### config.mk
export PLATFORM = sky130hd
export DESIGN_NAME = cursor_ctrl
export DESIGN_NICKNAME = d
export VERILOG_FILES = /design/src/rtl/crossword_pkg.sv /design/src/rtl/cursor_ctrl_key_event.sv /design/src/rtl/cursor_ctrl.sv
export SDC_FILE = /design/constraint.sdc
export NUM_CORES = 1
export LEC_CHECK = 0
export CAP_MARGIN = 20
export CORE_MARGIN = 3
export CORE_UTILIZATION = 54
export CTS_CLUSTER_SIZE = 10
export DETAILED_ROUTE_END_ITERATION = 10
export HOLD_SLACK_MARGIN = 0.05
export PLACE_DENSITY = 0.89
export REMOVE_ABC_BUFFERS = 1
export SLEW_MARGIN = 20
export SYNTH_ARGS = -nofsm -noshare
export SYNTH_HDL_FRONTEND = slang
export SYNTH_SLANG_ARGS = --single-unit
### constraint.sdc
create_clock -name frame_clk -period 4.5 [get_ports frame_clk]
set_input_delay 0.9 -clock frame_clk [delete_from_list [all_inputs] [get_ports frame_clk]]
set_output_delay 0.9 -clock frame_clk [all_outputs]
set_load 0.05 [all_outputs]
### src/rtl/crossword_pkg.sv
// Shared constants and types for the crossword cursor/entry sequencer.
package crossword_pkg;

  localparam int GRID_W_DEF  = 5;
  localparam int GRID_H_DEF  = 5;
  localparam int CELL_PX_DEF = 80;

  localparam logic [7:0] KEY_RIGHT = 8'h4F;
  localparam logic [7:0] KEY_LEFT  = 8'h50;
  localparam logic [7:0] KEY_DOWN  = 8'h51;
  localparam logic [7:0] KEY_UP    = 8'h52;
  localparam logic [7:0] KEY_BKSP  = 8'h2A;
  localparam logic [7:0] KEY_SPACE = 8'h2C;
  localparam logic [7:0] KEY_A     = 8'h04;
  localparam logic [7:0] KEY_Z     = 8'h1D;

  typedef enum logic [1:0] {ST_IDLE, ST_HELD, ST_SEEK, ST_WRITE} cursor_state_t;
  typedef enum logic [1:0] {DIR_RIGHT, DIR_LEFT, DIR_DOWN, DIR_UP} dir_t;

  function automatic logic is_arrow(input logic [7:0] k);
    return (k >= KEY_RIGHT) && (k <= KEY_UP);
  endfunction

  function automatic logic is_letter(input logic [7:0] k);
    return (k >= KEY_A) && (k <= KEY_Z);
  endfunction

  function automatic dir_t key_dir(input logic [7:0] k);
    case (k)
      KEY_LEFT: return DIR_LEFT;
      KEY_DOWN: return DIR_DOWN;
      KEY_UP:   return DIR_UP;
      default:  return DIR_RIGHT;
    endcase
  endfunction

endpackage

### src/rtl/cursor_ctrl_key_event.sv
// Keycode edge detector: press pulses on any new nonzero code, repeat pulses
// while an enabled key stays held.
module cursor_ctrl_key_event
  import crossword_pkg::*;
#(
  parameter int REPEAT_DELAY = 20,
  parameter int REPEAT_RATE  = 6
) (
  input  logic       frame_clk,
  input  logic       Reset,
  input  logic [7:0] keycode,
  input  logic       rpt_en,
  output logic       press,
  output logic       rpt,
  output logic [7:0] key_held
);

  localparam int CW = $clog2(REPEAT_DELAY + 1);

  logic [7:0]    key_prev;
  logic [CW-1:0] rpt_cnt;
  logic          same_key;

  assign same_key = (keycode != 8'h00) && (keycode == key_prev);
  assign press    = (keycode != 8'h00) && (keycode != key_prev);
  assign rpt      = same_key && rpt_en && (rpt_cnt == CW'(REPEAT_DELAY));
  assign key_held = key_prev;

  // The counter freezes (rather than clears) while repeat is disabled, so a
  // seek in progress does not restart the repeat cadence.
  always_ff @(posedge frame_clk) begin
    if (Reset) begin
      key_prev <= 8'h00;
      rpt_cnt  <= '0;
    end else begin
      key_prev <= keycode;
      if (!same_key)
        rpt_cnt <= '0;
      else if (rpt_en)
        rpt_cnt <= (rpt_cnt == CW'(REPEAT_DELAY)) ? CW'(REPEAT_DELAY - REPEAT_RATE)
                                                  : rpt_cnt + 1'b1;
    end
  end

endmodule

### src/rtl/cursor_ctrl.sv
// Crossword cursor sequencer: arrow moves with black-cell skipping, letter and
// erase writes over valid/ready, auto-advance, and VGA highlight coordinates.
module cursor_ctrl
  import crossword_pkg::*;
#(
  parameter int GRID_W       = GRID_W_DEF,
  parameter int GRID_H       = GRID_H_DEF,
  parameter int CELL_PX      = CELL_PX_DEF,
  parameter int X_ORIGIN     = 3,
  parameter int Y_ORIGIN     = 80,
  parameter int REPEAT_DELAY = 20,
  parameter int REPEAT_RATE  = 6
) (
  input  logic                     frame_clk,
  input  logic                     Reset,
  input  logic [7:0]               keycode,
  input  logic [GRID_W*GRID_H-1:0] black_mask,
  input  logic                     wr_ready,
  output logic                     wr_valid,
  output logic [4:0]               wr_addr,
  output logic [7:0]               wr_char,
  output logic                     dir_down,
  output logic [2:0]               cur_row,
  output logic [2:0]               cur_col,
  output logic [9:0]               highlightX,
  output logic [9:0]               highlightY
);

  function automatic logic at_edge(input dir_t d, input logic [2:0] r, input logic [2:0] c);
    case (d)
      DIR_RIGHT: return c == 3'(GRID_W - 1);
      DIR_LEFT:  return c == 3'd0;
      DIR_DOWN:  return r == 3'(GRID_H - 1);
      default:   return r == 3'd0;
    endcase
  endfunction

  function automatic logic [2:0] step_row(input dir_t d, input logic [2:0] r);
    case (d)
      DIR_DOWN: return r + 3'd1;
      DIR_UP:   return r - 3'd1;
      default:  return r;
    endcase
  endfunction

  function automatic logic [2:0] step_col(input dir_t d, input logic [2:0] c);
    case (d)
      DIR_RIGHT: return c + 3'd1;
      DIR_LEFT:  return c - 3'd1;
      default:   return c;
    endcase
  endfunction

  function automatic logic [4:0] cell_idx(input logic [2:0] r, input logic [2:0] c);
    return 5'(int'(r) * GRID_W + int'(c));
  endfunction

  function automatic logic [9:0] pix(input int origin, input logic [2:0] i);
    return 10'(origin) + 10'(i) * 10'(CELL_PX);
  endfunction

  cursor_state_t state;
  cursor_state_t exit_state;
  dir_t          seek_dir;
  dir_t          ev_dir;
  dir_t          wr_dir;
  logic [2:0]    cand_row;
  logic [2:0]    cand_col;
  logic [4:0]    cur_idx;
  logic [4:0]    cand_idx;
  logic          press;
  logic          rpt;
  logic          rpt_en;
  logic          ev_valid;
  logic [7:0]    key_held;
  logic [7:0]    ev_key;

  assign rpt_en = (state == ST_HELD) && is_arrow(keycode);

  cursor_ctrl_key_event #(
    .REPEAT_DELAY(REPEAT_DELAY),
    .REPEAT_RATE (REPEAT_RATE)
  ) u_key_event (
    .frame_clk(frame_clk),
    .Reset    (Reset),
    .keycode  (keycode),
    .rpt_en   (rpt_en),
    .press    (press),
    .rpt      (rpt),
    .key_held (key_held)
  );

  assign ev_valid   = press || rpt;
  assign ev_key     = press ? keycode : key_held;
  assign ev_dir     = key_dir(ev_key);
  assign cur_idx    = cell_idx(cur_row, cur_col);
  assign cand_idx   = cell_idx(cand_row, cand_col);
  assign exit_state = (keycode != 8'h00) ? ST_HELD : ST_IDLE;

  // Letters advance along the entry direction; erase backs up against it.
  always_comb begin
    wr_dir = DIR_RIGHT;
    if (wr_char != 8'h00) wr_dir = dir_down ? DIR_DOWN : DIR_RIGHT;
    else                  wr_dir = dir_down ? DIR_UP   : DIR_LEFT;
  end

  always_ff @(posedge frame_clk) begin
    if (Reset) begin
      state      <= ST_IDLE;
      seek_dir   <= DIR_RIGHT;
      cand_row   <= 3'd0;
      cand_col   <= 3'd0;
      cur_row    <= 3'd0;
      cur_col    <= 3'd0;
      highlightX <= 10'(X_ORIGIN);
      highlightY <= 10'(Y_ORIGIN);
      dir_down   <= 1'b0;
      wr_valid   <= 1'b0;
      wr_addr    <= 5'd0;
      wr_char    <= 8'h00;
    end else begin
      case (state)
        ST_IDLE, ST_HELD: begin
          state <= exit_state;
          if (ev_valid) begin
            if (is_arrow(ev_key)) begin
              if (!at_edge(ev_dir, cur_row, cur_col)) begin
                seek_dir <= ev_dir;
                cand_row <= step_row(ev_dir, cur_row);
                cand_col <= step_col(ev_dir, cur_col);
                state    <= ST_SEEK;
              end
            end else if (ev_key == KEY_SPACE) begin
              dir_down <= ~dir_down;
            end else if (is_letter(ev_key) || ev_key == KEY_BKSP) begin
              if (!black_mask[cur_idx]) begin
                wr_valid <= 1'b1;
                wr_addr  <= cur_idx;
                wr_char  <= is_letter(ev_key) ? ev_key : 8'h00;
                state    <= ST_WRITE;
              end
            end
          end
        end
        ST_SEEK: begin
          if (!black_mask[cand_idx]) begin
            cur_row    <= cand_row;
            cur_col    <= cand_col;
            highlightX <= pix(X_ORIGIN, cand_col);
            highlightY <= pix(Y_ORIGIN, cand_row);
            state      <= exit_state;
          end else if (at_edge(seek_dir, cand_row, cand_col)) begin
            state <= exit_state;
          end else begin
            cand_row <= step_row(seek_dir, cand_row);
            cand_col <= step_col(seek_dir, cand_col);
          end
        end
        ST_WRITE: begin
          if (wr_ready) begin
            wr_valid <= 1'b0;
            if (at_edge(wr_dir, cur_row, cur_col)) begin
              state <= exit_state;
            end else begin
              seek_dir <= wr_dir;
              cand_row <= step_row(wr_dir, cur_row);
              cand_col <= step_col(wr_dir, cur_col);
              state    <= ST_SEEK;
            end
          end
        end
        default: state <= ST_IDLE;
      endcase
    end
  end

endmodule

Word level (Yosys, flattened, before mapping)
Cells that the tools add are included.
{"block": "totals", "latch_bits": 0, "mem_bits_rw": 0, "elab_cells": 185, "rom_bits": 0, "inputBits": 36, "out_inout_bits": 41, "regBits": 64, "mem_count": 0}
{"block": "classes", "reduce_logical": 31, "eq_ne": 38, "multipliers": 4, "shift": 0, "n_mux": 71, "addsub": 13, "magnitude_cmp": 8, "div_mod_pow": 0, "n_bitwise": 6}
{"op": "$mux 3", "count": 14}
{"op": "$mux 2", "count": 18}
{"op": "$pmux 3 s2", "count": 6}
{"op": "$eq 8x7->1 const B", "count": 3}
{"op": "$ne 2x2->1 const B", "count": 11}
{"op": "$mux 1", "count": 19}
{"op": "$pmux 3 s3", "count": 2}
{"op": "$eq 2x2->1 const B", "count": 8}
{"op": "$eq 8x6->1 const B", "count": 2}
{"op": "$ge 8x7->1 const B", "count": 2}
{"op": "$le 8x7->1 const B", "count": 2}
{"op": "$mux 8", "count": 2}
{"op": "$reduce_and 8->1", "count": 2}
{"op": "$reduce_bool 8->1", "count": 2}
{"op": "$add 3x1->3 const B", "count": 4}
{"op": "$eq 3x3->1 const B", "count": 4}
{"op": "$logic_not 3->1", "count": 4}
{"op": "$lt 5x6->1 const B", "count": 2}
{"op": "$mul 3x3->6 const B", "count": 2}
{"op": "$pmux 2 s3", "count": 2}
{"op": "$reduce_and 6->1", "count": 2}
{"op": "$sub 3x1->3 const B", "count": 4}
{"op": "$add 2x10->10 const A", "count": 1}
{"op": "$add 5x3->5", "count": 2}
{"op": "other kinds (25)", "count": 51}

Depth between registers and ports, before layout
{"block": "logic_depth", "ltp_word": 15, "depth_mapped": 13, "depth_no_buf": 11}

By module
A second synthesis with hierarchy kept.
{"block": "hier_totals", "cells_unflattened": 484, "hier_area_um2": 4270.3}
{"mod": "cursor_ctrl", "cells_each": 422, "instances": 1, "area_each_um2": 3661.0, "seq_area_each_um2": 820.8}
{"mod": "cursor_ctrl_key_event", "cells_each": 62, "instances": 1, "area_each_um2": 609.3, "seq_area_each_um2": 260.2}

Least setup slack after synthesis
OpenSTA, ideal clock, no wires.
{"block": "synth_path", "path_kind": "reg2reg", "startpoint": "register cur_row[0]", "endpoint": "register wr_char[2]", "required_time_ns": 4.430, "path_stages_with_launch": 12, "arrival_ns": 3.673, "synth_period_minus_slack_ns": 3.744, "slack_ns": 0.756, "path_buffers": 1, "setup_time_ns": 0.070, "path_cell_list": "dfxtp_1 -> ha_1 -> ha_1 -> inv_1 -> fa_1 -> xor2_1 -> mux4_2 -> mux2_4 -> a211o_1 -> buf_6 -> or3_1 -> a21oi_1"}
{"block": "synth_via", "elab_chain_len": 6}
{"item": "start, declared", "line_no": "cursor_ctrl.sv:23", "source": "output logic [2:0] cur_row,"}
{"item": "start signal, assigned", "line_no": "cursor_ctrl.sv:147", "source": "cur_row <= cand_row;"}
{"item": "$mul 3x3->5", "line_no": "cursor_ctrl.sv:55", "source": "return 5'(int'(r) * GRID_W + int'(c));"}
{"item": "$add 5x3->5", "line_no": "cursor_ctrl.sv:55"}
{"item": "$bmux 1 s5", "line_no": "cursor_ctrl.sv:136", "source": "if (!black_mask[cur_idx]) begin"}
{"item": "$mux 1 (implied by the code)", "line_no": "cursor_ctrl.sv:136"}
{"item": "$not 1->1 (no source line)"}
{"item": "$reduce_and 6->1 (no source line)"}
{"item": "end signal, assigned", "line_no": "cursor_ctrl.sv:139", "source": "wr_char <= is_letter(ev_key) ? ev_key : 8'h00;"}
{"item": "end, declared", "line_no": "cursor_ctrl.sv:21", "source": "output logic [7:0] wr_char,"}
No other way between the ends. The select of a mux whose other input is x is not followed.
A chain may end at the register's enable or synchronous reset.

Final worst setup path
{"block": "layout_path", "startpoint": "register cand_row[2]", "endpoint": "register cand_row[1]"}
{"block": "layout_via", "elab_chain_len": 7, "elab_cells_between_ends": 13, "classes_between": "1 x add/sub; 1 x mul; 3 x eq/ne; 6 x mux; 2 x reduce/logical"}
{"item": "start, declared", "line_no": "cursor_ctrl.sv:67", "source": "logic [2:0] cand_row;"}
{"item": "start signal, assigned", "line_no": "cursor_ctrl.sv:129", "source": "cand_row <= step_row(ev_dir, cur_row);"}
{"item": "start signal, assigned", "line_no": "cursor_ctrl.sv:155", "source": "cand_row <= step_row(seek_dir, cand_row);"}
{"item": "start signal, assigned", "line_no": "cursor_ctrl.sv:166", "source": "cand_row <= step_row(wr_dir, cur_row);"}
{"item": "branches (longest 6 deep; another with $mul 3x3->5)"}
{"item": "$reduce_and 8->1 (no source line) (*)"}
Every way passes the cells marked *. The select of a mux whose other input is x is not followed.

==> results.txt <==
Vias per cell: 6.315
Total negative setup slack: 0 ns
CP required: 4.70 ns
Clock skew: 0.01651 ns
Largest net degree at the start of global routing: 41
Avg WL per Cell: 18.08 um
Pwr Total: 0.001007 W
Skew-Pair Late Insertion Delay: 0.32 ns
I/O Buffers: 68
RD Place Congestion: 0.9769
TritonCTS Buffers: 5
Post-CTS sizing: 0
EDFF count, synth: 0
N_diodes: 0
Final setup viols: 0
Die Ht: 96 um
CTS tree: built
# nets final: 620
Pwr/cell area: 194.1 nW/um^2
First-pass GRT wire length: 19,170 um
Critical path arrival: 4.42 ns
Detailed Place HPWL: 9009 um
Initial Util: 56.03%
CTS Buffer Depth: 2
Netlist cell types: 73
Core area: 7807 um^2
Endpoint type of the worst setup path: register
Period utilisation layout: 93.72%
DRT Pass-1 Iters: 5
Synth Instances: 496
Worst hold-check path type: register to register
Final Hold Vio Count: 0
# rows: 32
Die width: 96 um
Vias in the first global route: 4,031
Worst-path clk slew: 0.11 ns
GRT overflow: 0
Clk sinks: 54
FMAX: 237.1 MHz
Commonest cells after routing, fill and taps aside: clkdlybuf4s50_1 (68), dfxtp_1 (54), nor2_1 (34)
Layout cells sized above 1: 7.985%
Top_reg_cell synth: dfxtp_1
Final WL: 11,810 um
Status: completed
Initial DRC count: 324
Worst-margin pin slew: 0.6089 ns
I/O pins: 77
H-Tree Depth: 2
Remaining antenna violation count: 0
All-Layer GR Usage: 26.36%
Most common cell after layout, fill and taps aside: clkdlybuf4s50_1
Root Buffer: clkbuf_8
Area grow syn2layout: 18.65%
Worst-path fanout max: 10
Async SR Flop Fraction: 0%
Critical path class: register to register
Area of the die: 9216 um^2
Initial antenna violation count: 0
Synth warn: 0
Critical path launch point type: register
Max transition margin: 59.03%
Syn Area/Cell: 8.819 um^2
Postcts setup bufs: 0
Max_cap viols: 0
Hold-fix buffers at CTS: 0
Seq cells post-synth: 54
Worst ir drop on vdd: 0.0001114 V
Max Slew Vio Count: 0
RSZ-0062 raised after global routing: no
Cell area after synthesis: 4374 um^2
DRC viols: 0
Post-synthesis sequential area ratio: 24.71%
Pleak: 2.143 nW
Vias post-DR: 4,124
Tmin final: 4.217 ns
==> path summary, 6_finish.rpt <==
path | slack, ns | end | cells after the start | start
setup / recovery | 0.28 | cand_row[1] | 10 | cand_row[2]
hold / removal | 0.50 | u_key_event.rpt_cnt[4] | 2 | u_key_event.rpt_cnt[4]
setup reg to reg | 0.28 | cand_row[1] | 10 | cand_row[2]
hold reg to reg | 0.50 | u_key_event.rpt_cnt[4] | 2 | u_key_event.rpt_cnt[4]
==> cells in the mapped netlist (all sizes together) (3+ instances only) <==
cell type	count	area (um^2)
clkbuf	16	61.30
nor2	35	133.9
nand2	33	123.9
nand4	5	31.28
or4	3	22.52
dfxtp	54	1081
nor4	7	43.79
fa	4	80.08
xnor2	17	148.9
buf	24	165.2
xor2	14	122.6
nor2b	13	81.33
mux4	14	334.1
o211ai	6	45.04
nor3	8	40.04
nand2b	7	43.79
a2111oi	3	38.79
a211oi	5	37.54
or3	7	43.79
nand3	15	75.07
mux2i	26	260.3
o311a	3	30.03
mux2	5	60.05
nand3b	4	30.03
or2	3	18.77
nor3b	4	35.03
a21oi	33	165.2
a21boi	5	37.54
ha	30	375.4
nor4b	3	26.28
and3	8	50.05
a311oi	5	43.79
inv	17	63.81
o21ai	23	115.1
==> worst max-delay path: stages (launching register included) <==
cell and delay, ns:
dfxtp_1 0.47, ha_1 0.33, ha_1 0.35, fa_1 0.65
or4b_1 0.54, o31a_1 0.27, a32oi_2 0.48, a2111oi_2 0.18
buf_4 0.21, or2_1 0.27, o311a_1 0.35
==> power by group <==
group	internal, W	leakage, nW	switching, W
Clock	0.000166	0.0514	0.000172
Combinational	0.0000777	1.65	0.0000924
Sequential	0.000485	0.438	0.0000137
Total	0.000729	2.14	0.000279
==> layer usage <==
metal | global-route usage [%] | vias to the layer above | share of wire (%)
met4 | 9.716 | 0 | 2.7
met3 | 4.926 | 31 | 6.4
li1 | - | 1919 | -
met1 | 31.27 | 1990 | 40
met2 | 46.92 | 184 | 51
met5 | 0 | - | 0
==> area by class of cell <==
cell class | instances | area [um^2]
Clock buffer | 6 | 72.57
Clock inverter | 2 | 37.54
Fill cell | 630 | 2618
Inverter | 19 | 71.32
Multi-Input combinational cell | 389 | 3022
Sequential cell | 54 | 1081
Tap cell | 102 | 127.6
Timing Repair Buffer | 81 | 778.2
==> kinds of logic (layout without fill, tap and decap cells) <==
| family | Yosys count | in the layout | synth area share [%] |
|---|---|---|---|
| DFF | 54 | 54 | 24.71 |
| muxes | 45 | 45 | 14.96 |
| buffers and inverters | 59 | 108 | 6.807 |
| adders and majority gates | 34 | 34 | 10.41 |
| xor gates and xnor gates | 31 | 31 | 6.207 |
| other | 2 | 8 | 0.1717 |
| AOI/OAI and AO/OA | 108 | 108 | 16.71 |
| and+or+nand+nor | 163 | 163 | 20.02 |
==> sequential cells by signal, summed over array words and instances, names as in the netlist <==
signal	count
cand_col	3
highlightY	6
state	2
cand_row	3
dir_down	1
cur_col	3
cur_row	3
u_key_event.key_held	8
u_key_event.rpt_cnt	5
wr_char	8
wr_valid	1
wr_addr	5
seek_dir	2
highlightX	4
==> per-stage QoR <==
step | cells | utilization [%] | instance area (um^2) | hold WS [ns] | setup WS (ns)
after detailed placement | 645 | 65.06 | 5080 | 0.4803 | 0.3614
after global routing | 653 | 66.47 | 5190 | 0.5215 | 0.06840
after floorplan | 462 | - | 4170 | 0.4541 | 0.5427
final | 653 | 66.47 | 5190 | 0.4974 | 0.2825
after CTS | 653 | 66.47 | 5190 | 0.4945 | 0.3151
after global placement | 645 | 65.06 | 5080 | 0.4458 | 0.4532
No activity file was read; power rests on OpenSTA's default activity.
==> RTL change: new RTL, same flow settings <==
`REPEAT_DELAY` is set to 20 in 2 places; all go to 10.
--- a/src/rtl/cursor_ctrl_key_event.sv
+++ b/src/rtl/cursor_ctrl_key_event.sv
@@ -5,3 +5,3 @@
 #(
-  parameter int REPEAT_DELAY = 20,
+  parameter int REPEAT_DELAY = 10,
   parameter int REPEAT_RATE  = 6
--- a/src/rtl/cursor_ctrl.sv
+++ b/src/rtl/cursor_ctrl.sv
@@ -10,3 +10,3 @@
   parameter int Y_ORIGIN     = 80,
-  parameter int REPEAT_DELAY = 20,
+  parameter int REPEAT_DELAY = 10,
   parameter int REPEAT_RATE  = 6
Formal check against the unedited RTL: no difference found for any inputs over 4 cycles, from zero or initial values and one cycle with Reset high; that may be too few to reach the edited logic, so the function may still have changed.
==> RTL change against the original RTL <==
- sequential cell count fell by 1
- cell area down 0.87%
- synthesized area is 0.37% lower
- worst hold slack worse by 1.6 ps
- power increased by 0.54%
- routed wire length shrank 8.8%
- setup slack improved by 220 ps
- via count fell by 4.7%
- critical path type unchanged
==> RTL change: results (changes against the original RTL) <==
metric	value	unit	change
min-delay-start	wr_addr[1]$_SDFFE_PP0P_		
muxShareOfSynthArea	13.9	%	-1.1 points
nFillCells	594		-5.7%
fin_cells	655		+0.31%
path_max_fanout	6		-4
synthTopCellsByCount	dfxtp_1 (53), nor2_1 (40), nand2_1 (34), o21ai_0 (29), ha_1 (28)		
place_inst	647		+0.31%
route.met3.wl	726	um	-3.3%
synthCells	502		+1.2%
drt_iter0_markers	286		-12%
fin_hold_ws	496	ps	-1.59 ps
synth_compound_area_share	18.0	%	+1.3 points
grt_pass1_wl	17800	um	-6.9%
max-vdd-ir-drop	0.115	mV	+3.7%
grt_use_met1	29.8	%	-1.4 points
skew	7.24	ps	-9.27 ps
outcome	completed		
grtUsageMet2	41.6	%	-5.3 points
wl_met2	5230	um	-13%
seq_area	1060	um^2	-1.9%
synth_area_leaders	dfxtp_1 (24%), ha_1 (8.0%), mux4_2 (6.7%)		
signal_buffers	76		-6.2%
drive_above_1_share	9.04	%	+1.1 points
grt.total_usage	24.1	%	-2.2 points
first_global_vias	3905		-3.1%
multi_input_area_share	59.1	%	+0.90 points
ys_types	68		-6.8%
pg_comb	182	uW	+7%
dp_slack	292	ps	-69.4 ps
gp_congestion	0.913		-6.5%
hold_end	wr_addr[1]$_SDFFE_PP0P_		
clkCellAreaFrac	2.24	%	+0.12 points
buf_share	14.3	%	-0.70 points
wl_met1	4610	um	-2.6%
switching_power	286	uW	+2.8%
synth_xor_area_share	6.43	%	+0.22 points
tightestPinTransition	990	ps	+381 ps
synth_fa_ha_area_share	9.88	%	-0.54 points
min_period_over_period	88.7	%	-5.0 points
cts.sinks	53		-1.9%
leakage	0.00190	uW	-11%
[RTL change: cell types whose count changed after synthesis, sizes merged, moves of 5 or more]
| cell | change |
|---|---|
| nand3 | -7 |
| o31ai | +5 |
| a21oi | -8 |
| nor2 | +6 |
| nor2b | +7 |
| o21ai | +12 |
[RTL change: metrics by stage]
step,power (uW),util (%),instance area (um^2)
floorplan,608,-,4170
global placement,678,64.8,5030
detailed placement,682,64.8,5030
CTS,1020,66.2,5140
global route,1050,66.2,5140
finish,1010,66.2,5140
[RTL change: cells by family after synthesis]
kind of cell | after synthesis
fa+ha+maj | 32
compound gates | 116
other cells | 2
buf+inv | 56
mux | 43
xor+xnor | 32
flops | 53
simple gates | 168
[RTL change: worst max-delay path, cell delays in order (launching register included)]
cell      delay [ps]
dfxtp_1          450
ha_1             320
ha_1             350
fa_1             570
or4b_2           630
a211o_1          350
nor4_2           420
o31ai_1          160
o21ai_1          290
nor2_1            80
a311oi_1         280
